`config.mk`:
```
export PLATFORM = sky130hd
export DESIGN_NAME = instruction_encoder
export DESIGN_NICKNAME = d
export VERILOG_FILES = /design/src/rtl/instruction_encoder_pkg.sv /design/src/rtl/instruction_encoder_instr_pack.sv /design/src/rtl/instruction_encoder.sv
export SDC_FILE = /design/constraint.sdc
export NUM_CORES = 1
export LEC_CHECK = 0
export CORE_MARGIN = 5
export CORE_UTILIZATION = 44
export CTS_BUF_LIST = sky130_fd_sc_hd__clkbuf_16
export CTS_CLUSTER_SIZE = 40
export DETAILED_ROUTE_END_ITERATION = 12
export HOLD_SLACK_MARGIN = 0.05
export PLACE_DENSITY = 0.85
export REMOVE_ABC_BUFFERS = 1
export SKIP_CTS_REPAIR_TIMING = 1
export SLEW_MARGIN = 0
export SYNTH_ARGS = -nofsm -noshare
export SYNTH_HDL_FRONTEND = slang
export SYNTH_SLANG_ARGS = --single-unit
export TNS_END_PERCENT = 50
```
`constraint.sdc`:
```
create_clock -name clk -period 7.5 [get_ports clk]
set_input_delay 1.5 -clock clk [delete_from_list [all_inputs] [get_ports clk]]
set_output_delay 1.5 -clock clk [all_outputs]
set_load 0.02 [all_outputs]
```
`src/rtl/instruction_encoder_pkg.sv`:
```
// Shared definitions for the RV32I instruction encoder.
//   - imm_sel encodings (IMM_I .. IMM_R); 3'b110 and 3'b111 are illegal
//   - base opcode constants for the formats the encoder produces
//   - FSM state encoding used by the top level
//   - fits_signed(): two's-complement range test used by the optional
//     immediate range check (ENCODER_RANGE_CHECK_EN)
package instruction_encoder_pkg;

  localparam logic [2:0] IMM_I = 3'b000;
  localparam logic [2:0] IMM_S = 3'b001;
  localparam logic [2:0] IMM_B = 3'b010;
  localparam logic [2:0] IMM_J = 3'b011;
  localparam logic [2:0] IMM_U = 3'b100;
  localparam logic [2:0] IMM_R = 3'b101;

  localparam logic [6:0] OP_LUI    = 7'b0110111;
  localparam logic [6:0] OP_AUIPC  = 7'b0010111;
  localparam logic [6:0] OP_JAL    = 7'b1101111;
  localparam logic [6:0] OP_JALR   = 7'b1100111;
  localparam logic [6:0] OP_BRANCH = 7'b1100011;
  localparam logic [6:0] OP_LOAD   = 7'b0000011;
  localparam logic [6:0] OP_STORE  = 7'b0100011;
  localparam logic [6:0] OP_OPIMM  = 7'b0010011;
  localparam logic [6:0] OP_OP     = 7'b0110011;

  typedef enum logic [1:0] {
    ST_IDLE  = 2'b00,
    ST_RUN   = 2'b01,
    ST_FLUSH = 2'b10,
    ST_DONE  = 2'b11
  } state_e;

  // True when v, read as signed, survives truncation to w bits: every bit
  // from w-1 upward must be a copy of the sign bit.
  function automatic logic fits_signed(input logic [31:0] v, input int unsigned w);
    logic [31:0] hi;
    hi = $signed(v) >>> (w - 1);
    return (hi == '0) || (hi == '1);
  endfunction

endpackage

```
`src/rtl/instruction_encoder_instr_pack.sv`:
```
// instr_pack: combinational field scatter for one decoded bundle.
// Places opcode/register/funct fields and the immediate bits into the
// RV32I I/S/B/J/U/R layout chosen by imm_sel_i and flags bundles that
// must not be written.
// Optional feature macro: ENCODER_RANGE_CHECK_EN (immediate range check).
// Ports:
//   opcode_i[6:0], imm_sel_i[2:0], rd_i/rs1_i/rs2_i[4:0], funct3_i[2:0],
//   funct7_i[6:0], imm_i[31:0]  -- decoded fields
//   word_o[31:0]                -- packed instruction word
//   reject_o                    -- bundle is illegal / out of range
module instr_pack
  import instruction_encoder_pkg::*;
(
  input  logic [6:0]  opcode_i,
  input  logic [2:0]  imm_sel_i,
  input  logic [4:0]  rd_i,
  input  logic [4:0]  rs1_i,
  input  logic [4:0]  rs2_i,
  input  logic [2:0]  funct3_i,
  input  logic [6:0]  funct7_i,
  input  logic [31:0] imm_i,
  output logic [31:0] word_o,
  output logic        reject_o
);

  always_comb begin
    word_o   = '0;
    reject_o = 1'b0;
    case (imm_sel_i)
      IMM_I: begin
        word_o = {imm_i[11:0], rs1_i, funct3_i, rd_i, opcode_i};
`ifdef ENCODER_RANGE_CHECK_EN
        reject_o = !fits_signed(imm_i, 12);
`endif
      end
      IMM_S: begin
        word_o = {imm_i[11:5], rs2_i, rs1_i, funct3_i, imm_i[4:0], opcode_i};
`ifdef ENCODER_RANGE_CHECK_EN
        reject_o = !fits_signed(imm_i, 12);
`endif
      end
      IMM_B: begin
        word_o = {imm_i[12], imm_i[10:5], rs2_i, rs1_i, funct3_i,
                  imm_i[4:1], imm_i[11], opcode_i};
`ifdef ENCODER_RANGE_CHECK_EN
        // Branch offsets are halfword aligned; bit 0 has no slot.
        reject_o = !fits_signed(imm_i, 13) || imm_i[0];
`endif
      end
      IMM_J: begin
        word_o = {imm_i[20], imm_i[10:1], imm_i[11], imm_i[19:12], rd_i, opcode_i};
`ifdef ENCODER_RANGE_CHECK_EN
        reject_o = !fits_signed(imm_i, 21) || imm_i[0];
`endif
      end
      IMM_U: begin
        word_o = {imm_i[31:12], rd_i, opcode_i};
`ifdef ENCODER_RANGE_CHECK_EN
        // The value is the upper immediate itself, so low 12 bits must be 0.
        reject_o = (imm_i[11:0] != 12'h000);
`endif
      end
      IMM_R: begin
        word_o = {funct7_i, rs2_i, rs1_i, funct3_i, rd_i, opcode_i};
      end
      default: begin
        reject_o = 1'b1;
      end
    endcase
  end

endmodule

```
`src/rtl/instruction_encoder.sv`:
```
// instruction_encoder: packs decoded instruction bundles into RV32I words
// and streams them to the instruction memory write port at consecutive
// word addresses starting at BASE_ADDR.
// Optional feature macro: ENCODER_RANGE_CHECK_EN (reject immediates that do
// not fit their field; default build truncates silently).
// Ports:
//   clk, rst_n (async, active-low)    start     -- begin a run
//   in_valid/in_ready/in_last         -- bundle handshake
//   opcode, imm_sel, rd, rs1, rs2, funct3, funct7, imm -- decoded fields
//   imem_we, imem_addr, imem_wdata    -- registered IMEM write port
//   busy, done, err, word_cnt         -- run status
module instruction_encoder
  import instruction_encoder_pkg::*;
#(
  parameter logic [31:0] BASE_ADDR = 32'h0,
  parameter int          DEPTH     = 256,
  parameter int          AW        = 32
) (
  input  logic                           clk,
  input  logic                           rst_n,
  input  logic                           start,
  input  logic                           in_valid,
  output logic                           in_ready,
  input  logic                           in_last,
  input  logic [6:0]                     opcode,
  input  logic [2:0]                     imm_sel,
  input  logic [4:0]                     rd,
  input  logic [4:0]                     rs1,
  input  logic [4:0]                     rs2,
  input  logic [2:0]                     funct3,
  input  logic [6:0]                     funct7,
  input  logic [31:0]                    imm,
  output logic                           imem_we,
  output logic [AW-1:0]                  imem_addr,
  output logic [31:0]                    imem_wdata,
  output logic                           busy,
  output logic                           done,
  output logic                           err,
  output logic [$clog2(DEPTH+1)-1:0]     word_cnt
);

  localparam int CW = $clog2(DEPTH + 1);
  localparam logic [CW:0] DEPTH_W  = (CW + 1)'(DEPTH);
  localparam logic [CW:0] DEPTH_M1 = (CW + 1)'(DEPTH - 1);

  state_e          state_q;
  logic [CW-1:0]   word_cnt_q, word_cnt_d;
  logic [AW-1:0]   nxt_addr_q, nxt_addr_d;
  logic [AW-1:0]   addr_q;
  logic [31:0]     wdata_q;
  logic            we_q;
  logic            err_q;

  logic [31:0]     pack_word;
  logic            reject;
  logic [CW:0]     occ;
  logic            accept;
  logic            wr;
  logic            fills;

  instr_pack u_pack (
    .opcode_i (opcode),
    .imm_sel_i(imm_sel),
    .rd_i     (rd),
    .rs1_i    (rs1),
    .rs2_i    (rs2),
    .funct3_i (funct3),
    .funct7_i (funct7),
    .imm_i    (imm),
    .word_o   (pack_word),
    .reject_o (reject)
  );

  // Occupancy counts retired words plus the one sitting in the output
  // register, so the run never over-commits past DEPTH.
  assign occ      = {1'b0, word_cnt_q} + {{CW{1'b0}}, we_q};
  assign in_ready = (state_q == ST_RUN) && (occ < DEPTH_W);
  assign accept   = in_valid && in_ready;
  assign wr       = accept && !reject;
  assign fills    = wr && (occ == DEPTH_M1);

  // word_cnt advances when a write retires (the cycle imem_we is high).
  assign word_cnt_d = we_q ? (word_cnt_q + CW'(1)) : word_cnt_q;
  assign nxt_addr_d = wr ? (nxt_addr_q + AW'(4)) : nxt_addr_q;

  always_ff @(posedge clk or negedge rst_n) begin
    if (!rst_n) begin
      state_q    <= ST_IDLE;
      word_cnt_q <= '0;
      nxt_addr_q <= AW'(BASE_ADDR);
      addr_q     <= AW'(BASE_ADDR);
      wdata_q    <= '0;
      we_q       <= 1'b0;
      err_q      <= 1'b0;
    end else begin
      we_q       <= wr;
      word_cnt_q <= word_cnt_d;
      nxt_addr_q <= nxt_addr_d;
      if (wr) begin
        addr_q  <= nxt_addr_q;
        wdata_q <= pack_word;
      end
      if (accept && reject) err_q <= 1'b1;

      case (state_q)
        ST_IDLE, ST_DONE: begin
          // No write can be pending here, so the clears below never race
          // a retiring word.
          if (start) begin
            state_q    <= ST_RUN;
            word_cnt_q <= '0;
            err_q      <= 1'b0;
            nxt_addr_q <= AW'(BASE_ADDR);
          end
        end
        ST_RUN: begin
          if (accept && (in_last || fills)) state_q <= ST_FLUSH;
        end
        ST_FLUSH: begin
          // At most one word is pending and it retires on this edge.
          state_q <= ST_DONE;
        end
        default: state_q <= ST_IDLE;
      endcase
    end
  end

  assign imem_we    = we_q;
  assign imem_addr  = addr_q;
  assign imem_wdata = wdata_q;
  assign busy       = (state_q == ST_RUN) || (state_q == ST_FLUSH);
  assign done       = (state_q == ST_DONE);
  assign err        = err_q;
  assign word_cnt   = word_cnt_q;

endmodule

```
==> metrics.md <==
| Metric | Value |
|---|---|
| Synth cell types | 52 |
| Max FO, Critical Path | 6 |
| Vias in the first global route | approximately 4,800 |
| Worst rel slew slack | about a third |
| Pre-CTS setup slack | between 3 and 4 ns |
| # diodes | 0 |
| CTS sink cnt | 105 |
| Clk Latency, worst-skew pair | ~0.35 ns |
| Register-to-register setup slack | between 4 and 5 ns |
| H-tree levels | 3 |
| Worst Hold Class | register to register |
| Initial Utilization | about 45% |
| RePlAce Congestion | around 0.84 |
| Post-layout power | 1.95 mW |
| Worst setup margin | 3.27 ns |
| Die ar. | 14,400 µm² |
| Number of buffers added on ports | between 100 and 150 |
| FF+latch count, synth | between 100 and 150 |
| Pwr Density | between 200 and 300 nW/µm² |
| CP Launch Type | register |
| R2r startpoint | imem_we |
| Clock Skew | about 0.016 ns |
| Final net count | roughly 800 |
| DR iter-0 viols | 380 |
| Initial antenna violation count | 0 |
| Via count | approximately 4,900 |
| Vias/cell | between 5 and 6 |
| Reg-to-reg endpoint | nxt_addr_q[4] |
| CTS clk-pin slew, worst paths | 0.07 ns |
| Worst r2r path cells | 9 |
| CTS Buf Count | 9 |
| Global-route wire length before repair | ~24,000 µm |
| Total wire length | approximately 15,000 µm |
| Fin Setup TNS | 0 ns |
| RSZ-0062 raised after global routing | no |
| Most used DFF post-synth | dfrtp_1 |
| Hold Fails Final Rpt | 0 |
| Die height | 120 µm |
| Width of the die | 120 µm |
| Largest net degree at the start of global routing | 73 |
| Core area | ~12,000 µm² |
| Worst EP required | roughly 6 ns |
| Outcome | complete, no violations |
| Number of synthesized flops with an enable pin | 0 |
| Final Critical Period | around 4.2 ns |
| # DRC | 0 |
| Fin crit share | a little under three fifths |
| Clock buffer depth | 2 |
| WP data arrival | around 2.7 ns |
| FP Rows | 40 |
| DP Wirelength | between 10,000 and 15,000 µm |
| Tot GR Track Use | between 15 and 20% |
| DRT antenna net count | 0 |
| Seq/Total Area, Yosys | 49.2% |
| Ys async rst share | 100% |
| DR WL/cell | ~17 µm |
| Setup Crit Path Kind | register to output pin |
| TritonRoute pass-1 iters | 5 |
| Root Driver | clkbuf_16 |
| Static leakage | between 3 and 4 nW |
| GRT Residual Overflow | 0 |
| Util after Layout | approximately 60% |
| Maxcap violations | 0 |
| CP startpoint | imem_we |
| Critical path endpoint | in_ready |
| Critical Path End Type | output pin |
| Post-Syn Instances | between 500 and 600 |
| Fmax | approximately 240 MHz |
| WHS | roughly 0.47 ns |
| Yosys warns | 0 |
| Worst IR Drop VDD | ~0.00012 V |
| Max-slew violation count | 0 |
| CTS tree | yes |
| Cell Area, Synth | between 5000 and 6000 µm² |
| Worst slew pin tran | 0.992 ns |
| Setup violators final | 0 |
| Syn-to-layout area delta | 34.9% |
| IO Count | 150 |
| Avg Cell Area, Syn | 9.00 µm² |
| Share of cells above drive strength 1 | 6.18% |
==> through the flow <==
stage	instances	area, µm²
global placement	859	6920
global route	875	7200
floorplan	557	5190
CTS	875	7200
detailed placement	859	6920
finish	875	7200
==> cell usage after synthesis (all sizes together), types with 2 or more instances <==
cell     instances  area (µm²)
a211o            2        17.5
a211oi          13        97.6
a21o             7        52.6
a21oi           39         195
a221oi          12         105
a31o             2        17.5
a31oi            2        12.5
and2             4        25.0
and3             7        43.8
and4             2        17.5
buf             10        48.8
clkbuf          27         101
dfrtp          105        2630
ha               6        75.1
inv             20        75.1
mux2             8        90.1
mux2i            9        90.1
nand2          130         488
nand3           18        90.1
nand4            9        71.3
nand4b           3        26.3
nor2            51         191
nor2b            4        25.0
nor4             3        18.8
o2111ai          2        17.5
o211ai           8        60.1
o21ai           27         135
o221a            7        78.8
o22ai            2        12.5
o31ai           12        90.1
or3              4        25.0
or4             12        90.1
xnor2            9        78.8
xor2             3        26.3
==> cells by family after synthesis <==
family                   synth area share [%]
AO/OA/AOI/OAI                            18.2
XOR/XNOR                                 1.97
adder cells (fa/ha/maj)                  1.41
buffers and inverters                    4.22
flip-flops                               49.2
multiplexers                             3.37
other                                  0.0702
AND/OR/NAND/NOR                          21.6
==> worst min-delay path by stage <==
stage	start	endpoint	depth (start not counted)
after floorplan	nxt_addr_q[19]	imem_addr[19]	2
after global placement	imem_wdata[2]	imem_wdata[2]	2
after detailed placement	imem_wdata[6]	imem_wdata[6]	2
after CTS	imem_addr[29]	imem_addr[29]	2
after global routing	imem_addr[2]	imem_addr[2]	2
final	imem_addr[29]	imem_addr[29]	2
==> worst max-delay path: stages, from the launching register on <==
cell,delay [ns]
dfrtp_1,0.47
ha_1,0.27
ha_1,0.24
nand3_1,0.19
nor2_1,0.24
nand3_1,0.10
o21ai_0,0.09
and2_1,0.17
clkdlybuf4s50_1,0.62
==> state kept, by name, indices dropped and copies added, names as in the netlist <==
register,flops
imem_wdata,32
imem_addr,30
nxt_addr_q,30
word_cnt,9
state_q,2
err,1
imem_we,1
==> power breakdown <==
| part | total, mW | switching (mW) | internal, mW | leakage [nW] |
|---|---|---|---|---|
| sequential | 0.748 | 0.0752 | 0.672 | 1.40 |
| combinational | 0.753 | 0.415 | 0.338 | 1.57 |
| clock | 0.450 | 0.218 | 0.231 | 0.135 |
| total | 1.95 | 0.709 | 1.24 | 3.10 |
==> cell type report <==
class,count,area [µm²]
Fill cell,1019,4760
Sequential cell,105,2630
Multi-Input combinational cell,432,2500
Timing Repair Buffer,155,1530
Clock buffer,9,225
Tap cell,147,184
Inverter,20,75.1
Clock inverter,7,61.3
==> per-layer routing <==
| layer | track usage, % | share of wire (%) | vias up |
|---|---|---|---|
| li1 | - | - | 2361 |
| met1 | 25.6 | 43 | 2374 |
| met2 | 34.1 | 49 | 163 |
| met3 | 4.10 | 6.1 | 22 |
| met4 | 5.01 | 1.6 | 0 |
| met5 | 0 | 0 | - |
==> cell usage in the layout (no fill, tap or decap), types with 3 or more instances in the layout <==
cell type and count:
nand3_1 18, nor4_1 3, and2_1 4, a21o_1 7, buf_4 9, o221a_2 7
xnor2_1 9, and3_1 7, o31ai_1 12, xor2_1 3, nor2b_1 4, o211ai_1 8
a21oi_1 39, dfrtp_1 105, nor2_1 51, a221oi_1 12, clkdlybuf4s50_1 146, a211oi_1 13
or4_1 12, mux2_2 8, ha_1 6, o21ai_0 26, nand2_1 130, mux2i_1 9
nand4_1 8, nand4b_1 3, or3_1 4, clkbuf_16 9, inv_1 20
Power figures use the tool's default switching activity.
